===== config.mk =====
export PLATFORM = sky130hd
export DESIGN_NAME = ex_operand_stage
export DESIGN_NICKNAME = d
export VERILOG_FILES = /design/src/rtl/ex_operand_stage.sv
export SDC_FILE = /design/constraint.sdc
export NUM_CORES = 1
export LEC_CHECK = 0
export BUFFER_PORTS_ARGS = -buffer_cell sky130_fd_sc_hd__buf_2
export CORE_AREA = 3 3 110 112
export CTS_CLUSTER_DIAMETER = 100
export DETAILED_ROUTE_END_ITERATION = 16
export DIE_AREA = 0 0 113 115
export PLACE_DENSITY = 0.76
export SLEW_MARGIN = 10
export SYNTH_ARGS = -nofsm -noshare
export SYNTH_HDL_FRONTEND = slang
export SYNTH_SLANG_ARGS = --single-unit
export TNS_END_PERCENT = 1

===== constraint.sdc =====
create_clock -name CLK -period 3.6 [get_ports CLK]
set_input_delay 0.36 -clock CLK [delete_from_list [all_inputs] [get_ports CLK]]
set_output_delay 0.36 -clock CLK [all_outputs]
set_load 0.1 [all_outputs]

===== src/rtl/ex_operand_stage.sv =====
// EX operand stage: ID->EX pipeline register, operand forwarding and hazard stall control.
// Optional feature macro: FORWARDING_EN (MEM/WB result bypass; otherwise stall on every RAW hazard).
module ex_operand_stage (
  input  logic        CLK,
  input  logic        RST,
  input  logic        FLUSH,
  input  logic        ID_VALID,
  output logic        ID_READY,
  input  logic [4:0]  ID_RS1_ADDR,
  input  logic [4:0]  ID_RS2_ADDR,
  input  logic [31:0] ID_RS1_DATA,
  input  logic [31:0] ID_RS2_DATA,
  input  logic [31:0] ID_IMM,
  input  logic        ID_USE_IMM,
  input  logic [2:0]  ID_CTRL,
  input  logic [4:0]  ID_RD_ADDR,
  input  logic        ID_REG_WRITE,
  input  logic        ID_MEM_READ,
  input  logic [4:0]  MEM_RD_ADDR,
  input  logic        MEM_REG_WRITE,
  input  logic [31:0] MEM_RESULT,
  input  logic [4:0]  WB_RD_ADDR,
  input  logic        WB_REG_WRITE,
  input  logic [31:0] WB_RESULT,
  output logic [31:0] DATA_A,
  output logic [31:0] DATA_B,
  output logic [2:0]  CTRL,
  output logic        EX_VALID,
  output logic [4:0]  EX_RD_ADDR,
  output logic        EX_REG_WRITE,
  output logic        EX_MEM_READ,
  output logic [15:0] STALL_CNT
);

  logic        valid_q, valid_d;
  logic [4:0]  rs1_addr_q, rs1_addr_d;
  logic [4:0]  rs2_addr_q, rs2_addr_d;
  logic [31:0] rs1_data_q, rs1_data_d;
  logic [31:0] rs2_data_q, rs2_data_d;
  logic [31:0] imm_q, imm_d;
  logic        use_imm_q, use_imm_d;
  logic [2:0]  ctrl_q, ctrl_d;
  logic [4:0]  rd_addr_q, rd_addr_d;
  logic        reg_write_q, reg_write_d;
  logic        mem_read_q, mem_read_d;
  logic [15:0] stall_cnt_q, stall_cnt_d;

  logic        ex_hazard;
  logic        stall;
  logic        id_ready;
  logic        accept;
  logic [31:0] rs1_fwd;
  logic [31:0] rs2_fwd;

  // x0 never counts as a source or destination of a hazard.
  function automatic logic src_hit(input logic [4:0] src, input logic wr_en,
                                   input logic [4:0] wr_addr);
    return (src != 5'd0) && wr_en && (src == wr_addr);
  endfunction

  always_comb begin
    ex_hazard = src_hit(ID_RS1_ADDR, valid_q & reg_write_q, rd_addr_q) |
                src_hit(ID_RS2_ADDR, valid_q & reg_write_q, rd_addr_q);
`ifdef FORWARDING_EN
    stall = ex_hazard & mem_read_q;
`else
    stall = ex_hazard |
            src_hit(ID_RS1_ADDR, MEM_REG_WRITE, MEM_RD_ADDR) |
            src_hit(ID_RS2_ADDR, MEM_REG_WRITE, MEM_RD_ADDR) |
            src_hit(ID_RS1_ADDR, WB_REG_WRITE, WB_RD_ADDR) |
            src_hit(ID_RS2_ADDR, WB_REG_WRITE, WB_RD_ADDR);
`endif
    if (RST) begin
      id_ready = 1'b0;
    end else if (FLUSH) begin
      id_ready = 1'b1;
    end else begin
      id_ready = ~stall;
    end
    accept = ID_VALID & id_ready & ~FLUSH;
  end

  // Anything not accepted becomes a fully zeroed bubble.
  always_comb begin
    valid_d     = 1'b0;
    rs1_addr_d  = 5'd0;
    rs2_addr_d  = 5'd0;
    rs1_data_d  = 32'd0;
    rs2_data_d  = 32'd0;
    imm_d       = 32'd0;
    use_imm_d   = 1'b0;
    ctrl_d      = 3'd0;
    rd_addr_d   = 5'd0;
    reg_write_d = 1'b0;
    mem_read_d  = 1'b0;
    if (accept) begin
      valid_d     = 1'b1;
      rs1_addr_d  = ID_RS1_ADDR;
      rs2_addr_d  = ID_RS2_ADDR;
      rs1_data_d  = ID_RS1_DATA;
      rs2_data_d  = ID_RS2_DATA;
      imm_d       = ID_IMM;
      use_imm_d   = ID_USE_IMM;
      ctrl_d      = ID_CTRL;
      rd_addr_d   = ID_RD_ADDR;
      reg_write_d = ID_REG_WRITE;
      mem_read_d  = ID_MEM_READ;
    end
    stall_cnt_d = stall_cnt_q;
    if (ID_VALID && !id_ready && (stall_cnt_q != 16'hFFFF)) begin
      stall_cnt_d = stall_cnt_q + 16'd1;
    end
  end

  always_ff @(posedge CLK) begin
    if (RST) begin
      valid_q     <= 1'b0;
      rs1_addr_q  <= 5'd0;
      rs2_addr_q  <= 5'd0;
      rs1_data_q  <= 32'd0;
      rs2_data_q  <= 32'd0;
      imm_q       <= 32'd0;
      use_imm_q   <= 1'b0;
      ctrl_q      <= 3'd0;
      rd_addr_q   <= 5'd0;
      reg_write_q <= 1'b0;
      mem_read_q  <= 1'b0;
      stall_cnt_q <= 16'd0;
    end else begin
      valid_q     <= valid_d;
      rs1_addr_q  <= rs1_addr_d;
      rs2_addr_q  <= rs2_addr_d;
      rs1_data_q  <= rs1_data_d;
      rs2_data_q  <= rs2_data_d;
      imm_q       <= imm_d;
      use_imm_q   <= use_imm_d;
      ctrl_q      <= ctrl_d;
      rd_addr_q   <= rd_addr_d;
      reg_write_q <= reg_write_d;
      mem_read_q  <= mem_read_d;
      stall_cnt_q <= stall_cnt_d;
    end
  end

`ifdef FORWARDING_EN
  // MEM holds the younger result, so it wins over WB.
  always_comb begin
    rs1_fwd = rs1_data_q;
    if (src_hit(rs1_addr_q, MEM_REG_WRITE, MEM_RD_ADDR)) begin
      rs1_fwd = MEM_RESULT;
    end else if (src_hit(rs1_addr_q, WB_REG_WRITE, WB_RD_ADDR)) begin
      rs1_fwd = WB_RESULT;
    end
    rs2_fwd = rs2_data_q;
    if (src_hit(rs2_addr_q, MEM_REG_WRITE, MEM_RD_ADDR)) begin
      rs2_fwd = MEM_RESULT;
    end else if (src_hit(rs2_addr_q, WB_REG_WRITE, WB_RD_ADDR)) begin
      rs2_fwd = WB_RESULT;
    end
  end
`else
  logic unused_no_fwd;
  assign unused_no_fwd = ^{MEM_RESULT, WB_RESULT, rs1_addr_q, rs2_addr_q};
  assign rs1_fwd = rs1_data_q;
  assign rs2_fwd = rs2_data_q;
`endif

  assign ID_READY     = id_ready;
  assign DATA_A       = rs1_fwd;
  assign DATA_B       = use_imm_q ? imm_q : rs2_fwd;
  assign CTRL         = ctrl_q;
  assign EX_VALID     = valid_q;
  assign EX_RD_ADDR   = rd_addr_q;
  assign EX_REG_WRITE = reg_write_q;
  assign EX_MEM_READ  = mem_read_q;
  assign STALL_CNT    = stall_cnt_q;

endmodule


==> impl_results.md, run 1 <==
* Setup TNS Final at 0 ns
* Most frequent cell on the critical path: a31oi_1
* CTS tree: done
* Minimum clock period at 2.95 ns
* Synth area leaders: dfxtp_1 (54%), and2_1 (15%), mux2_2 (8.7%)
* Pwr Density at 548 nW/um^2
* Remaining Overflow, GRT at 0
* Slew @ Worst Pin at a little under 0.8 ns
* Worst setup startpoint: STALL_CNT[1]
* Total Nets Final at approximately 850
* I/O pin total at slightly below 300
* Worst Hold Class: input port to register
* Port Buf Inserts at ~220
* Post-DP Area at slightly below 6000 um^2
* Lkg Pwr at 3.07 nW
* Syn avg cell area at 10.8 um^2
* Full die area at between 10000 and 15000 um^2
* DR WL/cell at about 14 um
* CTS Hold Buffers Added at 0
* Design area at between 6000 and 7000 um^2
* Status: finished clean
* DR iter-0 viols at ~170
* Crit Path Max Fanout at 7
* # rows at 39
* Fin. Hold Viols at 0
* Power share of the combinational group at 0.119
* Starting Density at 0.402
* Max-capacitance violation count at 0
* Fill cell count at a little under 1000
* Sequential area share after synthesis at 0.545
* Root Driver: clkbuf_16
* Clk buf depth at 2
* Number of synthesized flops with an enable pin at 0
* Cell Chain, Critical Path: ha_1 -> nand3_1 -> nor4_2 -> a31oi_1 -> a31oi_1 -> nand2_1 -> nand4_1 -> mux2_2
* First-pass detailed-route iteration total at 4
* Worst-case reg-to-reg path depth at 8
* Dominant synthesized flop cell: dfxtp_1
* Worst-skew pair later-pin latency at 0.41 ns
* Num CTS Buffers at 17
* Sink Count at ~120
* Synth Register Bits at 124
* Internal power at about 2.6 mW
* Mapped Cells at around 420
* Final ANT Viol Nets at 0
* All-layer global routing usage at 0.176
* Final wirelength at ~11000 um
* Largest stage delay on the critical path at 0.55 ns
* Final period utilization at 0.819
* DRC at 0
* CTS resizes at 0
* Sw Pwr at 0.921 mW
* Final Core Density at 0.563
* Worst Setup End Kind: register
* Clock skew at approximately 0.0089 ns
* Seq. cell area at about 2500 um^2
* Hold_sp: ID_IMM[13]
* Max IR drop VDD at roughly 0.42 mV
* Total number of yosys warnings at 0
* R2r endpoint: STALL_CNT[14]
* R2R Setup Slk at around 0.65 ns
* Dpl hpwl at 8420 um
* Largest net degree at the start of global routing at 73
* Final hold slack at about 0.15 ns
* Layout cell share with drive strength beyond 1 at 0.452
* DR vias at about 3700
* Final RePlAce weighted congestion at 0.907
* Clk pin slew, worst setup/hold paths at roughly 0.06 ns
* RSZ-0062 raised after global routing: false
* Vias in the first global route at ~4000
* Switching portion of total power at 0.264
* Total power at between 3 and 4 mW
* Setup violations, final at 0
* Req. time, crit path at 3.89 ns
* Yosys cell types at a little over 40
* Initial antenna violation count at 0
* Area occupied by multi-input gates at just under 2000 um^2
* Slew Viols, Final at 0
* First-pass GRT wire length at roughly 18000 um
* Die W at about 110 um
* Sequential share of power at 0.407
* Sink of the worst hold path: imm_q[13]
* Synthesized area at 4560 um^2
* CP max-delay cell: nor4_2
* Post-synth top area share at 0.545
* Arr. time, crit path at roughly 3.2 ns
* Height of the die at around 120 um
* # diodes at 0
* Worst r2r src: STALL_CNT[1]
* Area grow syn2layout at 39.9%
* Yosys top cell by area: dfxtp_1
* Post-synth net total at 620
* Slew headroom at 0.474
* Asr flop ratio synth at 0
* Htree depth at 4
* Post-CTS Setup Inserts at 0
* Core area at roughly 11000 um^2
* Clk network pwr share at 0.474
* Via/cell ratio at around 4.6
* Hold depth at 2
* Kind of critical path: register to register
* Startpoint types: register
* Max frequency at roughly 0.34 GHz
-- cell usage in the layout (no fill, tap or decap), types with 3 or more instances in the layout --
cell        instances
nor2b_1             3
clkinv_2            3
clkbuf_16          17
buf_2             224
clkinv_4            3
xor2_1              4
inv_1               6
xnor2_1            31
nand2_1            12
a21oi_1            10
nand4_1            12
clkinvlp_4          3
nor2_1             17
a31oi_1             4
dfxtp_1           124
nand3_1             6
and2_1            110
buf_4               5
mux2_2             35
-- flip-flops by register name (all words and copies together), names as in the netlist --
name          cells
DATA_A           32
imm_q            32
rs2_data_q       32
STALL_CNT        16
EX_RD_ADDR        5
CTRL              3
EX_MEM_READ       1
EX_REG_WRITE      1
EX_VALID          1
use_imm_q         1
-- worst max path at each step --
stage | to | slack [ns] | cells after the start
2_1_floorplan | ID_READY | 0.14 | 6
3_3_place_gp | STALL_CNT[8] | 0.78 | 8
6_report | STALL_CNT[14] | 0.65 | 8
4_1_cts | STALL_CNT[14] | 0.74 | 8
3_5_place_dp | STALL_CNT[14] | 0.76 | 8
5_1_grt | STALL_CNT[9] | 0.39 | 9
-- stage by stage --
step / setup slack (ns) / cells
6_report: 0.653 / 807
3_5_place_dp: 0.763 / 775
5_1_grt: 0.390 / 807
4_1_cts: 0.737 / 807
2_1_floorplan: 0.142 / 422
3_3_place_gp: 0.776 / 775
-- final cells by class --
class | count | share of cell area
clock buffer | 19 | 0.0695
sequential | 124 | 0.390
clock inverter | 13 | 0.0222
tap | 143 | 0.0281
timing repair buffer | 229 | 0.182
inverter | 6 | 0.00353
multi-input combinational | 273 | 0.305
-- power by group through the flow --
stage	Combinational, mW	Sequential [mW]	Clock [mW]
6_report	0.416	1.42	1.66
5_1_grt	0.441	1.43	1.75
4_1_cts	0.419	1.42	1.68
3_5_place_dp	0.417	1.45	0
3_3_place_gp	0.412	1.45	0
2_1_floorplan	0.189	1.56	0
-- critical path: cells and delay by family, from the launching register on --
family                   cells  cell delay (ns)
AO/OA/AOI/OAI                2             0.65
adder cells (fa/ha/maj)      1             0.19
flip-flops                   1             0.42
multiplexers                 1             0.34
AND/OR/NAND/NOR              4             1.22
-- kinds of logic (layout without fill, tap and decap cells) --
group,count (synthesis),count (layout),synth area share
multiplexers,36,36,0.0887
buffers and inverters,25,267,0.0283
flip-flops,124,124,0.545
XOR/XNOR,35,35,0.0673
AO/OA/AOI/OAI,30,30,0.0483
AND/OR/NAND/NOR,171,171,0.220
adder cells (fa/ha/maj),1,1,0.00275
-- synthesized netlist by cell type, types with 2 or more instances --
cell / instances
dfxtp_1: 124
and2_1: 110
mux2_2: 35
xnor2_1: 31
nor2_1: 17
nand2_1: 12
nand4_1: 12
a21oi_1: 10
clkbuf_2: 8
inv_1: 6
nand3_1: 6
a31oi_1: 4
xor2_1: 4
buf_1: 3
buf_6: 3
clkbuf_1: 3
nor2b_1: 3
a31o_2: 2
a41o_1: 2
and3_1: 2
buf_2: 2
nor3_1: 2
nor4_1: 2
o31ai_1: 2
-- metal layers --
layer	vias to the layer above	share of wire	wire, um	global-route usage
met2	170	0.50	5640	0.311
li1	1854	-	-	-
met1	1689	0.38	4260	0.175
met4	0	0.025	282	0.0841
met5	-	0	0	0
met3	23	0.096	1080	0.0811
Note: power is estimated with default switching activity, not from simulation.
==> run 2, diff against run 1 <==
CORE_AREA = 3 3 112 114   (was 3 3 110 112)
DIE_AREA = 0 0 115 117   (was 0 0 113 115)
PLACE_DENSITY = 0.74   (was 0.76)
clock period = 3.05 ns   (was 3.6 ns; I/O delays follow)
==> impl_results.md, run 2 (same netlist as run 1, synthesis figures left out) <==
* I/O pin total at 289 (unchanged)
* Largest net degree at the start of global routing at 109 (was 73)
* DR vias at 3788 (was 3736)
* Worst r2r src: STALL_CNT[0] (was STALL_CNT[1])
* Pwr Density at 653 nW/um^2 (was 548 nW/um^2)
* DR iter-0 viols at 210 (was 165)
* Full die area at 13500 um^2 (was 13000 um^2)
* Max IR drop VDD at 0.475 mV (was 0.421 mV)
* Post-CTS Setup Inserts at 0 (unchanged)
* Kind of critical path: register to primary output (was register to register)
* First-pass GRT wire length at 17600 um (was 17900 um)
* DR WL/cell at 14.1 um (was 14.0 um)
* Commonest non-fill, non-tap cells in the layout: buf_2 (224), dfxtp_1 (124), and2_1 (110) (unchanged)
* Crit Path Max Fanout at 3 (was 7)
* Layout cell share with drive strength beyond 1 at 0.455 (was 0.452)
* Area grow syn2layout at 41.4% (was 39.9%)
* R2R Setup Slk at 0.74 ns (was 0.65 ns)
* Htree depth at 4 (unchanged)
* Worst Setup End Kind: primary output (was register)
* Final RePlAce weighted congestion at 0.919 (was 0.907)
* Worst-case reg-to-reg path depth at 8 (unchanged)
* Fill cell count at 1031 (was 987)
* Most common cell after layout, fill and taps aside: buf_2 (unchanged)
* Root Driver: clkbuf_16 (unchanged)
* CTS resizes at 0 (unchanged)
* Dpl hpwl at 8520 um (was 8420 um)
* Final Instance Count excl. Fillers at 809 (was 807)
* Initial antenna violation count at 1 (was 0)
* Post-route setup slack at 0.442 ns (was 0.653 ns)
* Sink of the worst hold path: DATA_A[3] (was imm_q[13])
* # rows at 39 (unchanged)
* Via/cell ratio at 4.68 (was 4.63)
* Slew @ Worst Pin at 0.666 ns (was 0.782 ns)
* Port Buf Inserts at 224 (unchanged)
* Total Nets Final at 851 (was 849)
* Slew Viols, Final at 0 (unchanged)
* Final period utilization at 0.855
* Req. time, crit path at 2.74 ns (was 3.89 ns)
* Vias in the first global route at 3762 (was 3991)
* Final wirelength at 11400 um (was 11300 um)
* Core area at 11500 um^2 (was 11300 um^2)
* Total placed cells including tap cells at 777 (was 775)
* Lkg Pwr at 3.09 nW (was 3.07 nW)
* Total power at 4.21 mW (was 3.49 mW)
* Hold depth at 2 (unchanged)
* Status: finished clean (unchanged)
* Pre-CTS WS at 0.455 ns (was 0.763 ns)
* First-pass detailed-route iteration total at 4 (unchanged)
* RSZ-0062 raised after global routing: false (unchanged)
* Worst-skew pair later-pin latency at 0.41 ns (about the same)
* CTS tree: done (unchanged)
* Fin. Hold Viols at 0 (unchanged)
* Height of the die at 117 um (was 115 um)
* Starting Density at 0.396 (was 0.402)
* Final ANT Viol Nets at 0 (unchanged)
* Setup TNS Final at 0 ns (unchanged)
* Sink Count at 124 (unchanged)
* Num CTS Buffers at 17 (unchanged)
* Clk buf depth at 2 (unchanged)
* DRC at 0 (unchanged)
* Die W at 115 um (was 113 um)
* Final Core Density at 0.559 (was 0.563)
* Max frequency at between 0.3 and 0.4 GHz
* Clk pin slew, worst setup/hold paths at 0.05 ns (was 0.06 ns)
* Max-capacitance violation count at 0 (unchanged)
* CTS Hold Buffers Added at 0 (unchanged)
* Worst Hold Class: input port to register (unchanged)
* R2r endpoint: STALL_CNT[14] (unchanged)
* Clock skew at 0.0139 ns (was 0.00885 ns)
* Setup violations, final at 0 (unchanged)
* Arr. time, crit path at 2.30 ns (was 3.23 ns)
* Minimum clock period at between 2 and 3 ns
* Startpoint types: register (unchanged)
* Hold_sp: ID_RS1_DATA[3] (was ID_IMM[13])
* All-layer global routing usage at 0.169 (was 0.176)
* Remaining Overflow, GRT at 0 (unchanged)
* # diodes at 0 (unchanged)
* Slew headroom at 0.553 (was 0.474)
[run 2: cell types whose count changed in the layout (fill, tap and decap cells not counted), sizes merged]
cell,before,now
buf,229,231
bufinv,2,3
clkinv,6,5
[run 2: metrics by stage]
stage / hold slack (ns) / area, um^2
finish: 0.0917 / 6440
CTS: 0.0698 / 6440
global route: 0.0790 / 6440
detailed placement: 0.507 / 5830
global placement: 0.503 / 5830
floorplan: 0.427 / 4560
[run 2: area by class of cell]
| cell class | instances | area (um^2) | share of cell area |
|---|---|---|---|
| Inverter | 6 | 22.5 | 0.00350 |
| Clock inverter | 13 | 166 | 0.0258 |
| Multi-Input combinational cell | 273 | 1950 | 0.303 |
| Sequential cell | 124 | 2480 | 0.385 |
| Clock buffer | 19 | 443 | 0.0688 |
| Tap cell | 143 | 179 | 0.0278 |
| Timing Repair Buffer | 231 | 1200 | 0.186 |
[run 2: worst max path at each step]
stage | start | endpoint | slack, ns
floorplan | STALL_CNT[0] | STALL_CNT[14] | -0.20
global placement | ID_RS1_ADDR[1] | DATA_A[16] | 0.50
detailed placement | ID_RS1_ADDR[1] | DATA_A[16] | 0.46
CTS | EX_RD_ADDR[3] | ID_READY | 0.47
global route | EX_RD_ADDR[3] | ID_READY | 0.25
finish | EX_RD_ADDR[3] | ID_READY | 0.44
[run 2: metal layers]
| metal | track usage | vias to the layer above | wire (um) |
|---|---|---|---|
| li1 | - | 1863 | - |
| met1 | 0.168 | 1725 | 4170 |
| met4 | 0.0798 | 2 | 259 |
| met2 | 0.306 | 175 | 5850 |
| met3 | 0.0715 | 23 | 1080 |
| met5 | 0 | - | 10 |
[run 2: where the power goes]
part	internal (mW)	leakage (nW)	switching, mW
logic	0.150	1.80	0.345
registers	1.66	1.01	0.0153
clock network	1.31	0.290	0.721
[run 2: worst max-delay path, cell delays in order (launching register included)]
cell and delay (ns):
dfxtp_1 0.39, xnor2_1 0.15, nand4_1 0.12, o32ai_1 0.57, nand2_1 0.11, nand2_1 0.18
a21oi_2 0.07, buf_2 0.31
==> run 3, diff against run 2 <==
CELL_PAD_IN_SITES_DETAIL_PLACEMENT = 1   (was not set)
CELL_PAD_IN_SITES_GLOBAL_PLACEMENT = 1   (was not set)
CORE_AREA = not set   (was 3 3 112 114)
CORE_MARGIN = 3   (was not set)
CORE_UTILIZATION = 30   (was not set)
DIE_AREA = not set   (was 0 0 115 117)
PLACE_DENSITY = not set   (was 0.74)
PLACE_DENSITY_LB_ADDON = 0.1   (was not set)
clock period = 2.5 ns   (was 3.05 ns; I/O delays follow)
==> impl_results.md, run 3 (same netlist as run 1, synthesis figures left out) <==
* Most common cell after layout, fill and taps aside: buf_2 (unchanged)
* Max-capacitance violation count at 0 (unchanged)
* Vias in the first global route at 4064 (was 3762)
* All-layer global routing usage at 0.156 (was 0.169)
* DRC at 0 (unchanged)
* Slew headroom at 0.532 (was 0.553)
* Slew Viols, Final at 0 (unchanged)
* R2R Setup Slk at 0.16 ns (was 0.74 ns)
* Die W at 129 um (was 115 um)
* CTS tree: done (unchanged)
* Starting Density at 0.310 (was 0.396)
* Clock skew at 0.00710 ns (was 0.0139 ns)
* Final Core Density at 0.481 (was 0.559)
* First-pass GRT wire length at 20100 um (was 17600 um)
* Cell Chain, Critical Path: buf_2 -> or4_1 -> nor2_1 -> nor4_1 -> nor3_2 -> nand2_1 -> buf_4 -> a21oi_4 -> buf_12 (was xnor2_1 -> nand4_1 -> o32ai_1 -> nand2_1 -> nand2_1 -> a21oi_2 -> buf_2)
* Slew @ Worst Pin at 0.697 ns (was 0.666 ns)
* Hold depth at 2 (unchanged)
* Worst-case reg-to-reg path depth at 9 (was 8)
* # rows at 44 (was 39)
* Largest stage delay on the critical path at 0.54 ns (was 0.57 ns)
* Final ANT Viol Nets at 0 (unchanged)
* Final wirelength at 12900 um (was 11400 um)
* RSZ-0062 raised after global routing: false (unchanged)
* Minimum clock period at roughly 2.4 ns
* Full die area at 16700 um^2 (was 13500 um^2)
* Final period utilization at 0.942
* Core area at 14700 um^2 (was 11500 um^2)
* Max frequency at approximately 0.42 GHz
* Lkg Pwr at 3.23 nW (was 3.09 nW)
* Arr. time, crit path at 2.10 ns (was 2.30 ns)
* Commonest non-fill, non-tap cells in the layout: buf_2 (191), and2_1 (110), dfxtp_1 (106) (was buf_2 (224), dfxtp_1 (124), and2_1 (110))
* Initial antenna violation count at 2 (was 1)
* DR WL/cell at 15.1 um (was 14.1 um)
* Root Driver: clkbuf_16 (unchanged)
* Worst r2r src: STALL_CNT[0] (unchanged)
* Setup violations, final at 0 (unchanged)
* Status: finished clean (unchanged)
* I/O pin total at 289 (unchanged)
* Startpoint types: input port (was register)
* Final RePlAce weighted congestion at 0.866 (was 0.919)
* Crit Path Max Fanout at 2 (was 3)
* DR vias at 3825 (was 3788)
* Dpl hpwl at 9870 um (was 8520 um)
* Pre-CTS WS at 0.0367 ns (was 0.455 ns)
* Req. time, crit path at 2.25 ns (was 2.74 ns)
* Sink Count at 124 (unchanged)
* Total Nets Final at 855 (was 851)
* DR iter-0 viols at 73 (was 210)
* Area grow syn2layout at 55.1% (was 41.4%)
* Port Buf Inserts at 224 (unchanged)
* Htree depth at 4 (unchanged)
* Num CTS Buffers at 17 (unchanged)
* Worst Hold Class: input port to register (unchanged)
* Sink of the worst hold path: DATA_A[12] (was DATA_A[3])
* Kind of critical path: input port to primary output (was register to primary output)
* Pwr Density at 728 nW/um^2 (was 653 nW/um^2)
* Height of the die at 129 um (was 117 um)
* Remaining Overflow, GRT at 0 (unchanged)
* Hold_sp: ID_RS1_DATA[12] (was ID_RS1_DATA[3])
* CP max-delay cell: or4_1 (was o32ai_1)
* Worst-skew pair later-pin latency at 0.41 ns (about the same)
* Layout cell share with drive strength beyond 1 at 0.490 (was 0.455)
* First-pass detailed-route iteration total at 4 (unchanged)
* Clk pin slew, worst setup/hold paths at 0.06 ns (was 0.05 ns)
* Max IR drop VDD at 0.530 mV (was 0.475 mV)
* Fin. Hold Viols at 0 (unchanged)
* R2r endpoint: STALL_CNT[9] (was STALL_CNT[14])
* Worst Setup End Kind: primary output (unchanged)
* Largest net degree at the start of global routing at 77 (was 109)
* Post-route setup slack at 0.146 ns (was 0.442 ns)
* Clk buf depth at 2 (unchanged)
* Via/cell ratio at 4.47 (was 4.68)
* Fill cell count at 1686 (was 1031)
-- run 3: layout make-up --
class,count,area (um^2),share of cell area
Sequential cell,124,2510,0.356
Multi-Input combinational cell,273,1980,0.280
Timing Repair Buffer,235,1720,0.244
Clock buffer,19,453,0.0641
Tap cell,184,230,0.0326
Clock inverter,13,141,0.0200
Inverter,6,22.5,0.00319
Antenna cell,1,2.50,0.000354
-- run 3: power by group --
| part | leakage, nW | switching, mW | internal [mW] |
|---|---|---|---|
| registers | 1.02 | 0.0175 | 2.03 |
| clock network | 0.282 | 0.892 | 1.52 |
| logic | 1.93 | 0.440 | 0.242 |
-- run 3: critical path, delay by kind of cell --
kind / cells / cell delay (ns)
AO/OA/AOI/OAI: 1 / 0.16
buffers and inverters: 3 / 0.47
AND/OR/NAND/NOR: 5 / 1.22
-- run 3: how the worst max path moves through the flow --
| stage | start | endpoint | slack (ns) |
|---|---|---|---|
| floorplan | EX_RD_ADDR[2] | STALL_CNT[14] | -0.19 |
| global placement | ID_RS1_ADDR[1] | STALL_CNT[9] | 0.08 |
| detailed placement | ID_RS1_ADDR[1] | STALL_CNT[9] | 0.04 |
| CTS | EX_RD_ADDR[2] | ID_READY | 0.02 |
| global route | STALL_CNT[0] | STALL_CNT[9] | 0.02 |
| finish | ID_RS1_ADDR[1] | ID_READY | 0.15 |
-- run 3: stage by stage --
step | TNS (ns) | instances | area (um^2) | power [mW] | hold slack [ns]
after detailed placement | 0 | 822 | 6440 | 2.77 | 0.454
after global routing | 0 | 854 | 7060 | 5.35 | 0.0201
final | 0 | 855 | 7060 | 5.14 | 0.0390
after floorplan | -1.09 | 422 | 4600 | 2.52 | 0.372
after CTS | 0 | 854 | 7040 | 5.22 | 0.0150
after global placement | 0 | 822 | 6440 | 2.76 | 0.449
-- run 3: repair_timing --
item,4_1_cts,5_1_grt
resized for setup,0,3
hold buffers,0,0
buffers inserted,0,0
setup endpoints to repair,0,6
-- run 3: metal layers --
metal,vias up,GRT usage,routed length [um]
met5,-,0,40
met4,4,0.0599,158
met3,18,0.0771,1250
met2,128,0.286,6840
met1,1808,0.150,4640
li1,1867,-,-
